[src/rtl/rst_ce_seq_pkg.sv]
// rst_ce_seq_pkg: shared state encoding and default widths for the rst/ce sequencer
package rst_ce_seq_pkg;
  localparam int RST_W_DEF = 4;
  localparam int GAP_W_DEF = 4;
  localparam int CE_W_DEF  = 8;
  typedef enum logic [1:0] {IDLE, RST, GAP, CE} seq_state_t;
endpackage

[src/rtl/seq_down_counter.sv]
// seq_down_counter: loadable down-counter that stops at zero and flags it
module seq_down_counter #(
  parameter int W = 4
) (
  input  logic         clk,
  input  logic         rst,
  input  logic         load,
  input  logic         en,
  input  logic [W-1:0] din,
  output logic         zero
);
  logic [W-1:0] cnt;
  always_ff @(posedge clk) begin
    if (rst) cnt <= '0;
    else if (load) cnt <= din;
    else if (en && cnt != '0) cnt <= cnt - W'(1);
  end
  assign zero = cnt == '0;
endmodule

[src/rtl/rst_ce_sequencer.sv]
// rst_ce_sequencer: drives a reset window, optional gap, then a clock-enable window on start
// Define SEQ_OVERLAP_EN to advance the CE window by one cycle (overlaps the last rst cycle when gap=0).
module rst_ce_sequencer
  import rst_ce_seq_pkg::*;
#(
  parameter int RST_W = RST_W_DEF,
  parameter int GAP_W = GAP_W_DEF,
  parameter int CE_W  = CE_W_DEF
) (
  input  logic             clk,
  input  logic             rst,
  input  logic             start_i,
  input  logic             abort_i,
  input  logic [RST_W-1:0] rst_len_i,
  input  logic [GAP_W-1:0] gap_len_i,
  input  logic [CE_W-1:0]  ce_len_i,
  output logic             dut_rst_o,
  output logic             dut_ce_o,
  output logic             busy_o,
  output logic             done_o,
  output logic             aborted_o,
  output logic             start_drop_o
);
`ifdef SEQ_OVERLAP_EN
  localparam bit OVL = 1'b1;
`else
  localparam bit OVL = 1'b0;
`endif
  seq_state_t state, nxt;
  logic [GAP_W-1:0] glen;
  logic [CE_W-1:0] clen;
  logic [RST_W-1:0] rl;
  logic idle, acc, ovl_in, ovl, skip_r, gskip, rz, gz, cz;
  assign idle   = state == IDLE;
  assign acc    = idle && start_i && !abort_i;
  assign rl     = rst_len_i == '0 ? RST_W'(1) : rst_len_i;
  // Overlap with no gap: RST is one cycle shorter and its last cycle becomes the first CE cycle
  assign ovl_in = OVL && gap_len_i == '0;
  assign skip_r = ovl_in && rl == RST_W'(1);
  assign ovl    = idle ? ovl_in : OVL && glen == '0;
  assign gskip  = OVL ? glen <= GAP_W'(1) : glen == '0;
  seq_down_counter #(.W(RST_W)) u_rc (
    .clk(clk), .rst(rst), .load(acc), .en(state == RST),
    .din(rl - RST_W'(ovl_in ? 2 : 1)), .zero(rz)
  );
  seq_down_counter #(.W(GAP_W)) u_gc (
    .clk(clk), .rst(rst), .load(acc), .en(state == GAP),
    .din(gap_len_i - GAP_W'(OVL ? 2 : 1)), .zero(gz)
  );
  seq_down_counter #(.W(CE_W)) u_cc (
    .clk(clk), .rst(rst), .load(acc), .en(state == CE),
    .din(ce_len_i - CE_W'(1)), .zero(cz)
  );
  always_comb begin
    nxt = (!idle && abort_i) ? IDLE :
          idle               ? (acc ? (skip_r ? CE : RST) : IDLE) :
          state == RST       ? (rz ? (gskip ? CE : GAP) : RST) :
          state == GAP       ? (gz ? CE : GAP) :
          (clen != '0 && cz) ? IDLE : CE;
  end
  always_ff @(posedge clk) begin
    if (rst) begin
      state        <= IDLE;
      glen         <= '0;
      clen         <= '0;
      dut_rst_o    <= 1'b0;
      dut_ce_o     <= 1'b0;
      busy_o       <= 1'b0;
      done_o       <= 1'b0;
      aborted_o    <= 1'b0;
      start_drop_o <= 1'b0;
    end else begin
      state <= nxt;
      if (acc) begin
        glen <= gap_len_i;
        clen <= ce_len_i;
      end
      dut_rst_o    <= nxt == RST || (ovl && nxt == CE && state != CE);
      dut_ce_o     <= nxt == CE;
      busy_o       <= nxt != IDLE;
      done_o       <= state == CE && nxt == IDLE && !abort_i;
      aborted_o    <= abort_i && !idle;
      start_drop_o <= start_i && (!idle || abort_i);
    end
  end
endmodule

[config.mk]
export PLATFORM = sky130hd
export DESIGN_NAME = rst_ce_sequencer
export DESIGN_NICKNAME = d
export VERILOG_FILES = /design/src/rtl/rst_ce_seq_pkg.sv /design/src/rtl/seq_down_counter.sv /design/src/rtl/rst_ce_sequencer.sv
export SDC_FILE = /design/constraint.sdc
export NUM_CORES = 1
export LEC_CHECK = 0
export BUFFER_PORTS_ARGS = -buffer_cell sky130_fd_sc_hd__buf_2
export CAP_MARGIN = 40
export CORE_MARGIN = 1.5
export CORE_UTILIZATION = 35
export DETAILED_ROUTE_END_ITERATION = 8
export PLACE_DENSITY = 0.64
export REMOVE_ABC_BUFFERS = 1
export SLEW_MARGIN = 10
export SYNTH_ARGS = -nofsm -noshare
export SYNTH_HDL_FRONTEND = slang
export SYNTH_HIERARCHICAL = 1
export SYNTH_SLANG_ARGS = --single-unit
[constraint.sdc]
create_clock -name clk -period 2.2 [get_ports clk]
set_input_delay 0.55 -clock clk [delete_from_list [all_inputs] [get_ports clk]]
set_output_delay 0.55 -clock clk [all_outputs]
set_load 0.03 [all_outputs]
==> flow_summary_export.csv <==
group,metric,value,unit
clocking,clockBufferDepth,2,
floorplanning,io_pins,26,
sta,fin_setup_tns,0,ns
worst_setup_path,critPathTopFamily,"compound AO/OA/AOI/OAI gates",
floorplanning,die_x,80.01,um
clocking,cts_resized,0,
sta,setup_viol,0,
synth,synth_top_area_cell,"dfxtp_1",
status,status,"finished clean",
synth,synthCells,244,
floorplanning,fp.coreArea,0.005608,mm^2
drt,vias,1824,
sta,period_minus_slack,1.922,ns
min_path,min-delay-path-class,"flop to flop",
placement,gp_congestion,0.7933,
worst_setup_path,cp_max_fo,8,
floorplanning,die_h,80.01,um
sta,relSlewSlack,0.6308,
power,switching_share,0.3019,
clocking,htree_levels,2,
synth,synth_edf_count,0,
clocking,hold_buffers,0,
clocking,cts_tree,"done",
drt,initialDrtViolationCount,74,
worst_setup_path,crit_path_max_incr_delay,0.60,ns
placement,numPlacedInstances,344,
worst_setup_path,critPathBufInv,0,
drt,firstDrtPassIters,4,
layout,fin_nets,306,
power,p_switching,480.0,uW
power,p_clk_frac,0.305,
sta,worstMarginPinSlew,0.5488,ns
clocking,cts.sinks,36,
global_routing,overflow,0,
clocking,cts_buffers,5,
clocking,clk_latency,0.28,ns
synth,ys_top_cells_by_area,"dfxtp_1, nand2_1, ha_1, nor2_1, a21oi_2",
sta,fin_worst_skew,0.004724,ns
layout,fin_cells,352,
sta,fmax,520.2,MHz
sta,drv_slew,0,
synth,synth-seq-cells,36,
drt,vias_per_cell,5.182,
power,power.density,657.1,mW/mm^2
sta,min_period_over_period,0.8739,
global_routing,first_global_vias,1689,
clocking,path_clk_slew,0.07,ns
power,p_int,1.110,mW
power,seqPwrFrac,0.460,
worst_setup_path,critPathRequiredTime,2.39,ns
global_routing,grt_use_total,0.1527,
synth,synthArstFlopShare,0,
worst_setup_path,crit_path_end_kind,"flop",
power,leakagePower,0.9534,nW
synth,synth_flop_cell,"dfxtp_1",
drt,drc,0,
synth,ys_types,53,
synth,yosysWarnings,6,
layout,syn_to_final_growth,16.58,%
power,combPwrFrac,0.235,
synth,postSynthAreaPerCell,8.507,um^2
power,irDropWorstVdd,0.3242,mV
worst_setup_path,critPathArrivalTime,2.12,ns
global_routing,antenna_found_initial,0,
global_routing,grt_pass1_wl,7762,um
clocking,root_buffer,"clkbuf_8",
sta,hold_violations,0,
worst_setup_path,crit_slowest_cell,"or4_4",
floorplanning,initial_core_util,0.3701,
drt,avgRoutedWirePerCell,12.66,um
worst_setup_path,path_class,"flop to flop",
placement,portBuffers,25,
layout,post-route-util,0.4315,
synth,synth_top_area_frac,0.3472,
worst_setup_path,cp-start-kind,"flop",
drt,wl,4458,um
floorplanning,rows,27,
drt,ant_nets,0,
sta,rsz0062_at_grt,"false",
floorplanning,die_area,0.006402,mm^2
placement,hpwl,3346,um
synth,seq_area_frac_synth,0.3472,
job,drv_cap,0,
layout,drive_above_1_share,0.2357,
clocking,post-cts-setup-buffer-count,0,
synth,syn_area,0.002076,mm^2
layout,antennaDiodeCount,0,
global_routing,grt_max_degree,25,
worst_setup_path,cp_cell_sequence,"or4_4, o41ai_4, o31ai_1, a311oi_1",
-- through the flow --
stage,hold slack (ns),cell area [um^2],power [mW],worst slack (ns)
detailed placement,0.4549,2330,1.121,0.09564
floorplan,0.4302,2032,0.9968,0.02779
global placement,0.4504,2330,1.116,0.1643
global route,0.4862,2420,1.692,0.09523
finish,0.4673,2420,1.590,0.2775
CTS,0.4663,2420,1.608,0.2672
-- power by group through the flow --
stage	clock network [mW]	logic [mW]	registers [mW]
final	0.485	0.373	0.732
after CTS	0.501	0.375	0.731
after detailed placement	0	0.374	0.747
after global placement	0	0.369	0.746
after floorplan	0	0.243	0.753
after global routing	0.535	0.420	0.738
-- final timing paths --
check	startpoint	end	slack [ns]	cells past startpoint
worst max register to register	u_cc/cnt[2]	u_cc/cnt[5]	0.28	4
worst min-delay path	clen[7]	clen[7]	0.47	2
worst max-delay path	u_cc/cnt[2]	u_cc/cnt[5]	0.28	4
worst min register to register	clen[7]	clen[7]	0.47	2
-- synth_stat cells (4+ instances only) --
cell type and count:
nand2_1 35, inv_1 21, ha_1 7, xnor2_1 4
nor3_1 7, nor2_1 22, a21oi_2 9, a311oi_1 6
nand3_1 4, o21ai_0 4, nor4_1 5, dfxtp_1 36
nor3b_1 4, xor2_1 8, a21oi_1 12
-- layout by cell type, fill, tap and decap left out, types with 2 or more instances in the layout --
cell	n
xor2_1	8
buf_4	11
inv_1	21
nor4_1	5
o31ai_1	2
nand2b_1	2
mux2i_1	3
a21oi_1	12
ha_1	7
or3b_4	2
a21oi_2	9
clkbuf_1	2
nor4b_2	2
nor3_1	7
dfxtp_1	36
nand3_1	4
nor2b_1	2
nor3b_1	4
a311o_1	2
a2111oi_4	2
nand4b_1	3
a311oi_1	6
or3_2	2
or4_1	3
or4_2	2
a21o_1	2
buf_2	25
clkbuf_8	6
xnor2_1	4
o21ai_0	4
nor2_1	22
nand2_1	35
a211oi_1	3
-- layout make-up --
type                            count  area (um^2)
Clock buffer                        8        90.09
Fill cell                         605         3188
Inverter                           23        87.58
Multi-Input combinational cell    177         1224
Sequential cell                    36        720.7
Tap cell                           72        90.09
Timing Repair Buffer               36        207.7
-- routing by layer --
metal	up-vias	GRT usage	routed length (um)
met5	-	0	0
met1	850	0.2163	2294
met2	36	0.2261	1911
met4	0	0.05690	53
li1	933	-	-
met3	5	0.02971	199
-- tightest hold or removal path: cells and delay by family, from the launching register on --
family          cells  cell delay, ns
simple gates        1            0.05
compound gates      1            0.05
flops               1            0.32
-- logic make-up (layout without fill, tap and decap cells) --
family | Yosys count | count (layout) | synth area share
xor gates and xnor gates | 12 | 12 | 0.05063
adders and majority gates | 7 | 7 | 0.04219
and+or+nand+nor | 102 | 102 | 0.2646
DFF | 36 | 36 | 0.3472
AOI/OAI and AO/OA | 53 | 53 | 0.2176
buffers and inverters | 31 | 67 | 0.06329
muxes | 3 | 3 | 0.01447
-- state kept, by name, indices dropped and copies added (netlist names) --
name	cells
u_rc/cnt	4
clen	8
start_drop_o	1
glen	4
busy_o	1
dut_ce_o	1
aborted_o	1
u_gc/cnt	4
done_o	1
dut_rst_o	1
state	2
u_cc/cnt	8
Note: power is estimated with default switching activity, not from simulation.
